## src/rtl/cross_bar_rr_if.sv

```systemverilog
// rtl/cross_bar_rr_if.sv - req/ack/resp bus bundle for the N x M round-robin crossbar
// Ports (interface signals):
//   m_req/m_addr/m_cmd/m_wdata   master requests into the crossbar
//   m_ack/m_rdata/m_resp         acks and read responses back to masters
//   s_req/s_addr/s_cmd/s_wdata   requests forwarded to slaves
//   s_ack/s_rdata/s_resp         slave accepts and read data
//   err_resp                     sticky per-slave orphan-response flag
// Modports: slave = crossbar view, master = environment (masters + slaves) view.
interface cross_bar_rr_if #(
  parameter int N_MASTERS = 4,
  parameter int N_SLAVES  = 4,
  parameter int ADDR_W    = 32,
  parameter int DATA_W    = 32
);
  logic [N_MASTERS-1:0]        m_req;
  logic [N_MASTERS*ADDR_W-1:0] m_addr;
  logic [N_MASTERS-1:0]        m_cmd;
  logic [N_MASTERS*DATA_W-1:0] m_wdata;
  logic [N_MASTERS-1:0]        m_ack;
  logic [N_MASTERS*DATA_W-1:0] m_rdata;
  logic [N_MASTERS-1:0]        m_resp;
  logic [N_SLAVES-1:0]         s_req;
  logic [N_SLAVES*ADDR_W-1:0]  s_addr;
  logic [N_SLAVES-1:0]         s_cmd;
  logic [N_SLAVES*DATA_W-1:0]  s_wdata;
  logic [N_SLAVES-1:0]         s_ack;
  logic [N_SLAVES*DATA_W-1:0]  s_rdata;
  logic [N_SLAVES-1:0]         s_resp;
  logic [N_SLAVES-1:0]         err_resp;

  modport slave (
    input  m_req, m_addr, m_cmd, m_wdata, s_ack, s_rdata, s_resp,
    output m_ack, m_rdata, m_resp, s_req, s_addr, s_cmd, s_wdata, err_resp
  );

  modport master (
    output m_req, m_addr, m_cmd, m_wdata, s_ack, s_rdata, s_resp,
    input  m_ack, m_rdata, m_resp, s_req, s_addr, s_cmd, s_wdata, err_resp
  );
endinterface

```

## src/rtl/cross_bar_rr.sv

```systemverilog
// rtl/cross_bar_rr.sv - N-master x M-slave crossbar, round-robin per slave, in-order read return
// Ports:
//   clk      clock
//   reset_n  asynchronous active-low reset
//   bus      cross_bar_rr_if.slave: master side (m_*), slave side (s_*), err_resp
module cross_bar_rr #(
  parameter int N_MASTERS  = 4,
  parameter int N_SLAVES   = 4,
  parameter int ADDR_W     = 32,
  parameter int DATA_W     = 32,
  parameter int RESP_DEPTH = 4
) (
  input  logic          clk,
  input  logic          reset_n,
  cross_bar_rr_if.slave bus
);
  localparam int MW    = $clog2(N_MASTERS);
  localparam int SEL_W = $clog2(N_SLAVES);
  localparam int PW    = $clog2(RESP_DEPTH);
  localparam int CW    = PW + 1;

  typedef enum logic {IDLE, LOCKED} state_e;

  state_e state_q [N_SLAVES];
  state_e state_d [N_SLAVES];
  logic [N_SLAVES-1:0][MW-1:0]                  owner_q, owner_d, rr_q, rr_d;
  logic [N_SLAVES-1:0][RESP_DEPTH-1:0][MW-1:0]  fifo_q, fifo_d;
  logic [N_SLAVES-1:0][PW:0]                    wp_q, wp_d, rp_q, rp_d;
  logic [N_MASTERS-1:0][CW-1:0]                 cnt_q, cnt_d;
  logic [N_MASTERS-1:0][SEL_W-1:0]              oslv_q, oslv_d;
  logic [N_SLAVES-1:0]                          err_q, err_d;

  logic [N_SLAVES-1:0]           full, empty, gv, push, pop;
  logic [N_SLAVES-1:0][MW-1:0]   gidx, head;
  logic [N_SLAVES-1:0]           elig [N_MASTERS];

  logic [N_MASTERS-1:0]          m_ack_c, m_resp_c;
  logic [N_MASTERS*DATA_W-1:0]   m_rdata_c;
  logic [N_SLAVES-1:0]           s_req_c, s_cmd_c;
  logic [N_SLAVES*ADDR_W-1:0]    s_addr_c;
  logic [N_SLAVES*DATA_W-1:0]    s_wdata_c;

  // FIFO status and eligibility. A read is only eligible when the master has
  // no reads in flight elsewhere, so responses to one master never collide.
  always_comb begin
    for (int j = 0; j < N_SLAVES; j++) begin
      empty[j] = (wp_q[j] == rp_q[j]);
      full[j]  = (wp_q[j] == {~rp_q[j][PW], rp_q[j][PW-1:0]});
      head[j]  = fifo_q[j][rp_q[j][PW-1:0]];
    end
    for (int i = 0; i < N_MASTERS; i++) begin
      for (int j = 0; j < N_SLAVES; j++) begin
        elig[i][j] = bus.m_req[i]
                  && (bus.m_addr[i*ADDR_W + ADDR_W - SEL_W +: SEL_W] == SEL_W'(j))
                  && (bus.m_cmd[i]
                      || (((cnt_q[i] == '0) || (oslv_q[i] == SEL_W'(j))) && !full[j]));
      end
    end
  end

  // Per-slave arbiter FSM: IDLE picks round-robin, LOCKED holds the owner.
  always_comb begin
    for (int j = 0; j < N_SLAVES; j++) begin
      gv[j]      = 1'b0;
      gidx[j]    = '0;
      state_d[j] = state_q[j];
      owner_d[j] = owner_q[j];
      rr_d[j]    = rr_q[j];
      if (state_q[j] == LOCKED) begin
        if (elig[owner_q[j]][j]) begin
          gv[j]   = 1'b1;
          gidx[j] = owner_q[j];
        end else begin
          state_d[j] = IDLE;
        end
      end else begin
        // Scan downward so the closest master after rr_q wins (last write wins).
        for (int k = N_MASTERS; k >= 1; k--) begin
          if (elig[(int'(rr_q[j]) + k) % N_MASTERS][j]) begin
            gv[j]   = 1'b1;
            gidx[j] = MW'((int'(rr_q[j]) + k) % N_MASTERS);
          end
        end
      end
      if (!reset_n) gv[j] = 1'b0;
      if (gv[j]) begin
        if (bus.s_ack[j]) begin
          rr_d[j]    = gidx[j];
          state_d[j] = IDLE;
        end else begin
          owner_d[j] = gidx[j];
          state_d[j] = LOCKED;
        end
      end
    end
  end

  // Zero-latency forwarding, acks and response routing.
  always_comb begin
    m_ack_c   = '0;
    m_resp_c  = '0;
    m_rdata_c = '0;
    s_req_c   = '0;
    s_cmd_c   = '0;
    s_addr_c  = '0;
    s_wdata_c = '0;
    for (int j = 0; j < N_SLAVES; j++) begin
      push[j] = gv[j] & bus.s_ack[j] & ~bus.m_cmd[gidx[j]];
      pop[j]  = reset_n & bus.s_resp[j] & ~empty[j];
      if (gv[j]) begin
        s_req_c[j] = 1'b1;
        s_cmd_c[j] = bus.m_cmd[gidx[j]];
        s_addr_c[j*ADDR_W +: ADDR_W]  = bus.m_addr[int'(gidx[j])*ADDR_W +: ADDR_W];
        s_wdata_c[j*DATA_W +: DATA_W] = bus.m_wdata[int'(gidx[j])*DATA_W +: DATA_W];
        if (bus.s_ack[j]) m_ack_c[gidx[j]] = 1'b1;
      end
      if (pop[j]) begin
        m_resp_c[head[j]] = 1'b1;
        m_rdata_c[int'(head[j])*DATA_W +: DATA_W] = bus.s_rdata[j*DATA_W +: DATA_W];
      end
    end
  end

  // ID FIFOs, outstanding-read bookkeeping and the orphan-response flag.
  always_comb begin
    fifo_d = fifo_q;
    wp_d   = wp_q;
    rp_d   = rp_q;
    err_d  = err_q;
    cnt_d  = cnt_q;
    oslv_d = oslv_q;
    for (int j = 0; j < N_SLAVES; j++) begin
      if (push[j]) begin
        fifo_d[j][wp_q[j][PW-1:0]] = gidx[j];
        wp_d[j] = wp_q[j] + 1'b1;
      end
      if (pop[j]) rp_d[j] = rp_q[j] + 1'b1;
      if (bus.s_resp[j] && empty[j]) err_d[j] = 1'b1;
    end
    for (int i = 0; i < N_MASTERS; i++) begin
      for (int j = 0; j < N_SLAVES; j++) begin
        if (push[j] && (gidx[j] == MW'(i))) begin
          cnt_d[i]  = cnt_d[i] + 1'b1;
          oslv_d[i] = SEL_W'(j);
        end
        if (pop[j] && (head[j] == MW'(i))) cnt_d[i] = cnt_d[i] - 1'b1;
      end
    end
  end

  always_ff @(posedge clk or negedge reset_n) begin
    if (!reset_n) begin
      state_q <= '{default: IDLE};
      owner_q <= '0;
      rr_q    <= {N_SLAVES{MW'(N_MASTERS - 1)}};
      fifo_q  <= '0;
      wp_q    <= '0;
      rp_q    <= '0;
      cnt_q   <= '0;
      oslv_q  <= '0;
      err_q   <= '0;
    end else begin
      state_q <= state_d;
      owner_q <= owner_d;
      rr_q    <= rr_d;
      fifo_q  <= fifo_d;
      wp_q    <= wp_d;
      rp_q    <= rp_d;
      cnt_q   <= cnt_d;
      oslv_q  <= oslv_d;
      err_q   <= err_d;
    end
  end

  assign bus.m_ack    = m_ack_c;
  assign bus.m_resp   = m_resp_c;
  assign bus.m_rdata  = m_rdata_c;
  assign bus.s_req    = s_req_c;
  assign bus.s_cmd    = s_cmd_c;
  assign bus.s_addr   = s_addr_c;
  assign bus.s_wdata  = s_wdata_c;
  assign bus.err_resp = err_q;
endmodule

```

## src/flat_wrapper.sv

```systemverilog
// flat-port wrapper written by rule: the top's interface ports become plain ports
module cross_bar_rr_flat 
#(
  parameter int N_MASTERS  = 4,
  parameter int N_SLAVES   = 4,
  parameter int ADDR_W     = 32,
  parameter int DATA_W     = 32,
  parameter int RESP_DEPTH = 4
)
  (clk, reset_n, bus_m_req, bus_m_addr, bus_m_cmd, bus_m_wdata, bus_s_ack, bus_s_rdata, bus_s_resp, bus_m_ack, bus_m_rdata, bus_m_resp, bus_s_req, bus_s_addr, bus_s_cmd, bus_s_wdata, bus_err_resp);
  cross_bar_rr_if #(.N_MASTERS(N_MASTERS), .N_SLAVES(N_SLAVES), .ADDR_W(ADDR_W), .DATA_W(DATA_W)) bus_i ();
  input  logic clk;
  input  logic reset_n;
  input wire logic [$bits(bus_i.m_req)-1:0] bus_m_req;
  input wire logic [$bits(bus_i.m_addr)-1:0] bus_m_addr;
  input wire logic [$bits(bus_i.m_cmd)-1:0] bus_m_cmd;
  input wire logic [$bits(bus_i.m_wdata)-1:0] bus_m_wdata;
  input wire logic [$bits(bus_i.s_ack)-1:0] bus_s_ack;
  input wire logic [$bits(bus_i.s_rdata)-1:0] bus_s_rdata;
  input wire logic [$bits(bus_i.s_resp)-1:0] bus_s_resp;
  output wire logic [$bits(bus_i.m_ack)-1:0] bus_m_ack;
  output wire logic [$bits(bus_i.m_rdata)-1:0] bus_m_rdata;
  output wire logic [$bits(bus_i.m_resp)-1:0] bus_m_resp;
  output wire logic [$bits(bus_i.s_req)-1:0] bus_s_req;
  output wire logic [$bits(bus_i.s_addr)-1:0] bus_s_addr;
  output wire logic [$bits(bus_i.s_cmd)-1:0] bus_s_cmd;
  output wire logic [$bits(bus_i.s_wdata)-1:0] bus_s_wdata;
  output wire logic [$bits(bus_i.err_resp)-1:0] bus_err_resp;
  assign bus_i.m_req = bus_m_req;
  assign bus_i.m_addr = bus_m_addr;
  assign bus_i.m_cmd = bus_m_cmd;
  assign bus_i.m_wdata = bus_m_wdata;
  assign bus_i.s_ack = bus_s_ack;
  assign bus_i.s_rdata = bus_s_rdata;
  assign bus_i.s_resp = bus_s_resp;
  assign bus_m_ack = bus_i.m_ack;
  assign bus_m_rdata = bus_i.m_rdata;
  assign bus_m_resp = bus_i.m_resp;
  assign bus_s_req = bus_i.s_req;
  assign bus_s_addr = bus_i.s_addr;
  assign bus_s_cmd = bus_i.s_cmd;
  assign bus_s_wdata = bus_i.s_wdata;
  assign bus_err_resp = bus_i.err_resp;
  cross_bar_rr #(.N_MASTERS(N_MASTERS), .N_SLAVES(N_SLAVES), .ADDR_W(ADDR_W), .DATA_W(DATA_W), .RESP_DEPTH(RESP_DEPTH)) u_core (.clk(clk), .reset_n(reset_n), .bus(bus_i));
endmodule
```

## config.mk

```make
export PLATFORM = sky130hd
export DESIGN_NAME = cross_bar_rr_flat
export DESIGN_NICKNAME = d
export VERILOG_FILES = /design/src/rtl/cross_bar_rr_if.sv /design/src/rtl/cross_bar_rr.sv /design/src/flat_wrapper.sv
export SDC_FILE = /design/constraint.sdc
export NUM_CORES = 1
export LEC_CHECK = 0
export CORE_AREA = 2 2 314 316
export CTS_CLUSTER_SIZE = 28
export DETAILED_ROUTE_END_ITERATION = 7
export DIE_AREA = 0 0 316 318
export DONT_BUFFER_PORTS = 1
export SLEW_MARGIN = 0
export SYNTH_ARGS = -nofsm -noshare
export SYNTH_HDL_FRONTEND = slang
export SYNTH_SLANG_ARGS = --single-unit
export TNS_END_PERCENT = 50
```

## constraint.sdc

```tcl
create_clock -name clk -period 19.5 [get_ports clk]
set_clock_uncertainty 0.05 [all_clocks]
set_input_delay 2.925 -clock clk [delete_from_list [all_inputs] [get_ports clk]]
set_output_delay 2.925 -clock clk [all_outputs]
set_load 0.03 [all_outputs]
```

Word-level counts from Yosys, hierarchy flattened
Index checks and enable logic that the tools add are counted.
{"block": "totals", "register_bits": 100, "latchBits": 0, "ramBits": 0, "rom_bits": 0, "in_bits": 402, "out_inout_bits": 404, "memories": 0}
{"block": "classes", "addsub": 60, "multipliers": 0, "n_div": 0, "order_cmp": 48, "eq_ne": 56, "shifts": 16, "mux": 251, "n_bitwise": 75, "n_reduce_logical": 180}
{"cell": "128-bit by 8-bit variable part select with 32-bit output", "n": 8}
{"cell": "32-bit by 3-bit greater-or-equal comparator with 1-bit output (second input constant)", "n": 16}
{"cell": "128-bit 2-to-1 mux", "n": 4}
{"cell": "32-bit inverter", "n": 16}
{"cell": "32-bit by 33-bit variable shift with 128-bit output (first input constant)", "n": 4}
{"cell": "32-bit by 33-bit variable part select with 128-bit output", "n": 4}
{"cell": "128-bit bitwise mux", "n": 3}
{"cell": "32-bit 2-to-1 mux", "n": 8}
{"cell": "4-bit binary-select mux with 2-bit select", "n": 20}
{"cell": "7-bit negation with 33-bit output", "n": 4}
{"cell": "128-bit bitwise AND", "n": 1}
{"cell": "3-bit 2-to-1 mux", "n": 42}
{"cell": "2-bit 2-to-1 mux", "n": 58}
{"cell": "1-bit logical AND", "n": 96}
{"cell": "4-bit 2-to-1 mux", "n": 22}
{"cell": "3-bit by 1-bit adder with 3-bit output (second input constant)", "n": 24}
{"cell": "1-bit 2-to-1 mux", "n": 70}
{"cell": "2-bit equality test (second input constant)", "n": 32}
{"cell": "2-bit by 3-bit less-than comparator with 1-bit output (second input constant)", "n": 16}
{"cell": "3-bit by 1-bit subtractor with 3-bit output (second input constant)", "n": 16}
{"cell": "8-bit bitwise mux", "n": 4}
{"cell": "2-bit by 1-bit equality test with 1-bit output (second input constant)", "n": 16}
{"cell": "2-bit zero test", "n": 16}
{"cell": "1-bit logical OR", "n": 32}
{"cell": "19 further kinds", "n": 154}

Longest topological paths before layout
{"block": "depth", "word_depth": 34, "mapped_depth": 37}

Least setup slack after synthesis
No wires, ideal clock.
{"block": "synth_path", "path_type": "input-to-output", "from": "in bus_m_cmd[0]", "to": "out bus_s_wdata[50]", "arrival_time_ns": 6.501, "t_required_ns": 16.525, "slack_ns": 10.024, "path_stages": 10, "path_buffers": 4, "path_cell_list": "clkbuf_1 > o311ai_0 > nor2_1 > a221o_1 > a32oi_1 > clkbuf_1 > buf_1 > buf_2 > mux4_2 > and3_1"}
{"block": "synth_between", "elab_chain_len": 12}
{"item": "start, declared", "line": "flat_wrapper.sv:16", "source": "input wire logic [$bits(bus_i.m_cmd)-1:0] bus_m_cmd;"}
{"item": "1-bit logical OR (*)", "line": "cross_bar_rr.sv:56", "source": "|| (((cnt_q[i] == '0) || (oslv_q[i] == SEL_W'(j))) && !full[j]));"}
{"item": "1-bit logical AND (*)", "line": "cross_bar_rr.sv:55", "source": "&& (bus.m_cmd[i]"}
{"item": "4-bit binary-select mux with 2-bit select", "line": "cross_bar_rr.sv:79", "source": "if (elig[(int'(rr_q[j]) + k) % N_MASTERS][j]) begin"}
{"item": "2-bit 2-to-1 mux (implied by the code) (2 in a row)", "line": "cross_bar_rr.sv:79"}
{"item": "2-bit 2-to-1 mux or 1-bit 2-to-1 mux (tied branches) (4 in a row)", "line": "cross_bar_rr.sv:79"}
{"item": "2-bit 2-to-1 mux or 1-bit 2-to-1 mux (tied branches)", "line": "cross_bar_rr.sv:69", "source": "if (state_q[j] == LOCKED) begin"}
{"item": "128-bit by 8-bit variable part select with 32-bit output or 1-bit 2-to-1 mux (tied branches)", "line": "cross_bar_rr.sv:114, cross_bar_rr.sv:85"}
{"item": "32-bit 2-to-1 mux (*)", "line": "cross_bar_rr.sv:110", "source": "if (gv[j]) begin"}
{"item": "end, declared", "line": "flat_wrapper.sv:27", "source": "output wire logic [$bits(bus_i.s_wdata)-1:0] bus_s_wdata;"}
Mark *: on every way between the ends. The rest lies on a longest branch, timed or not. The select of a mux whose other input is x is not followed.

Worst setup path in the final report
{"block": "layout_path", "from": "in bus_m_cmd[0]", "to": "out bus_s_addr[20]"}
{"block": "layout_between", "elab_chain_len": 12}
{"item": "1-bit logical OR (*)", "line": "cross_bar_rr.sv:56"}
{"item": "1-bit logical AND (*)", "line": "cross_bar_rr.sv:55"}
{"item": "4-bit binary-select mux with 2-bit select", "line": "cross_bar_rr.sv:79"}
{"item": "1-bit 2-to-1 mux (implied by the code) (2 in a row)", "line": "cross_bar_rr.sv:79"}
{"item": "2-bit 2-to-1 mux or 1-bit 2-to-1 mux (tied branches) (4 in a row)", "line": "cross_bar_rr.sv:79"}
{"item": "2-bit 2-to-1 mux or 1-bit 2-to-1 mux (tied branches)", "line": "cross_bar_rr.sv:69"}
{"item": "128-bit by 8-bit variable part select with 32-bit output or 1-bit 2-to-1 mux (tied branches)", "line": "cross_bar_rr.sv:113, cross_bar_rr.sv:85"}
{"item": "32-bit 2-to-1 mux (*)", "line": "cross_bar_rr.sv:110"}
{"item": "end, declared", "line": "flat_wrapper.sv:25", "source": "output wire logic [$bits(bus_i.s_addr)-1:0] bus_s_addr;"}
Marked as above.

==> results_dict.tcl <==
set metrics [dict create \
    die-area_um2 100000 \
    cts-root-buf "clkbuf_16" \
    start_util_pct 21.7 \
    drv_cap 0 \
    setup_ws_ns 8.70 \
    setup_viol 0 \
    first_global_vias 22015 \
    pre_cts_ws_ns 8.86 \
    cp.required_ns 16.52 \
    synth_area_per_cell_um2 7.83 \
    max_freq_mhz 92.6 \
    num_vias 23711 \
    syn2layout_area_growth_pct 11.5 \
    syn_area_um2 21200 \
    worstSetupEndpointType "output pin" \
    finalMaxSlewViolations 0 \
    r2r_slack_ns 11.58 \
    yosysWarnings 0 \
    r2r-end "u_core.cnt_q[2]" \
    relSlewSlack_pct 9.06 \
    r2r_cells 34 \
    drive_gt1_share_pct 19.3 \
    netlist_instances 2704 \
    period_needed_ns 10.80 \
    min_from "u_core.wp_q[5]" \
    io_pins 806 \
    rsz0062_at_grt "no" \
    synth_area_leaders "dfrtp_1, mux2_2, mux4_2" \
    cts_tree "built" \
    ys_seq_area_share_pct 11.9 \
    worstSetupStartpointType "input pin" \
    avgViaCountPerCell 6.12 \
    power_leakage_uw 0.00857 \
    grt_start_max_net_pins 181 \
    grtUsageTotal_pct 21.5 \
    cts_buffers 9 \
    async_reset_ff_share_pct 100 \
    rows 115 \
    tightestPinTransition_ns 1.35 \
    first_pass_iters 7 \
    stdcell_area_um2 23600 \
    synth_top_flop_cell "dfrtp_1" \
    hold_violations 0 \
    arrival_ns 7.83 \
    ys_ff_latch 100 \
    core_area_um2 97400 \
    critPathKind "input pin to output pin" \
    ant_nets 0 \
    outcome "finished, final reports clean" \
    worstPathMaxFanout 59 \
    die_x_um 316 \
    final.setup.tns_ns 0 \
    synth_top_area_share_pct 10.9 \
    vdd_drop_max_uv 109 \
    nNetsFinal 3052 \
    final_util_pct 24.2 \
    clkSlewWorstSetupHoldPaths_ns 0.07 \
    hold_buffers 0 \
    synth_most_common_cell "nor2_1" \
    post_cts_buffers 0 \
    holdWs_ns 0.441 \
    port_buffers 0 \
    p_per_area_nw_per_um2 145 \
    drtIter0Drc 2723 \
    rr_startpoint "u_core.cnt_q[9]" \
    period_share_pct 55.4 \
    cts.sinks 100 \
    routedWlPerCell_um 29.7 \
    hold_depth 1 \
    die_y_um 318 \
    holdPathEnd "u_core.wp_q[5]" \
    hp-class "flop to flop" \
    place_area_um2 23300 \
    yosys-top-cells-count "nor2_1, nand2_1, clkbuf_1" \
    hpwl_um 88400 \
    routed_wl_um 115000 \
    ys_types 90 \
    ctsLongestPathBuffers 2 \
    ctsHtreeMaxLevel 3 \
    grt_first_pass_wirelength_um 162000 \
    synth_edf_count 0 \
    globalRoute.totalOverflow 0 \
    antenna_found_initial 6 \
    post-route-drc-count 0 \
    synth_top_area_cell "dfrtp_1" \
    place_congestion 1.00 \
    cts_resized 0 \
    clk_latency_ns 0.37 \
]
## layer usage
layer | global-route usage, % | part of all wire [%] | vias to the layer above
li1 | - | - | 10150
met1 | 24.5 | 36 | 11531
met2 | 36.7 | 48 | 1662
met3 | 5.34 | 10 | 366
met4 | 11.3 | 6.7 | 2
met5 | 0 | 0.011 | -
## layout by cell type (no fill, tap or decap), types with 9 or more instances in the layout
master     instances
or2_2              9
or4_1             10
nor3_1            22
clkbuf_16          9
nand3_1           39
nand2_1          236
mux2i_1          152
a311oi_2          41
nor2_1           296
a311oi_1          22
a21oi_1          123
a211oi_1         181
ha_1              75
and2_1            84
a22o_1            96
xor2_1            28
o21ai_0           58
buf_4            123
dfrtp_1           92
xnor2_1           77
nor4_1            14
nor4b_2            9
a211oi_2          10
nor2b_1           22
inv_1             58
a22oi_1           68
mux2_2           163
o211ai_1          10
mux4_2            70
and3_1            69
a31oi_1           14
a221oi_1         100
## cells by family after synthesis
group,after synthesis,share of synthesized area [%]
buf+inv,328,5.98
simple gates,875,19.9
compound gates,826,29.2
mux,387,23.6
fa+ha+maj,75,4.43
other cells,1,0.0177
xor+xnor,112,5.00
flops,100,11.9
## cell type report
cell class | instances | area (µm²)
fill | 10627 | 73800
clock buffer | 9 | 225
antenna | 7 | 17.5
tap | 1287 | 1610
clock inverter | 7 | 78.8
inverter | 60 | 228
timing repair buffer | 125 | 963
sequential | 100 | 2510
multi-input combinational | 2279 | 18000
## how the worst max path moves through the flow
| stage | to | startpoint | cells past startpoint |
|---|---|---|---|
| 2_1_floorplan | bus_s_wdata[50] | bus_m_cmd[0] | 10 |
| 3_3_place_gp | bus_s_addr[20] | bus_m_cmd[0] | 10 |
| 3_5_place_dp | bus_s_addr[20] | bus_m_cmd[0] | 10 |
| 4_1_cts | bus_s_addr[20] | bus_m_cmd[0] | 10 |
| 5_1_grt | bus_s_addr[20] | bus_m_cmd[0] | 10 |
| 6_report | bus_s_addr[20] | bus_m_cmd[0] | 10 |
## sequential cells by signal, summed over array words and instances, names as in the netlist
register,cells
u_core.wp_q,12
u_core.rr_q,8
u_core.state_q,4
u_core.bus.err_resp,4
u_core.cnt_q,12
u_core.owner_q,8
u_core.oslv_q,8
u_core.rp_q,12
u_core.fifo_q,32
## report_power, final
group	internal (µW)	switching [µW]
registers	303	128
clock network	102	91.8
logic	922	1880
total	1330	2100
## critical path, cell delays in order
cell and delay [ns]:
nor4_1 0.58, o2bb2ai_1 0.26, a221o_1 0.41, a31o_2 0.32
nand2_4 0.29, buf_4 0.71, buf_4 0.79, mux2_2 0.30
nor2_1 0.04, a211oi_1 0.96
## stage by stage
stage	total power (µW)	cells
6_report	3420	3874
5_1_grt	3650	3871
4_1_cts	3410	3867
3_5_place_dp	3210	3851
3_3_place_gp	3170	3851
2_1_floorplan	2490	2707
Power figures use the tool's default switching activity.
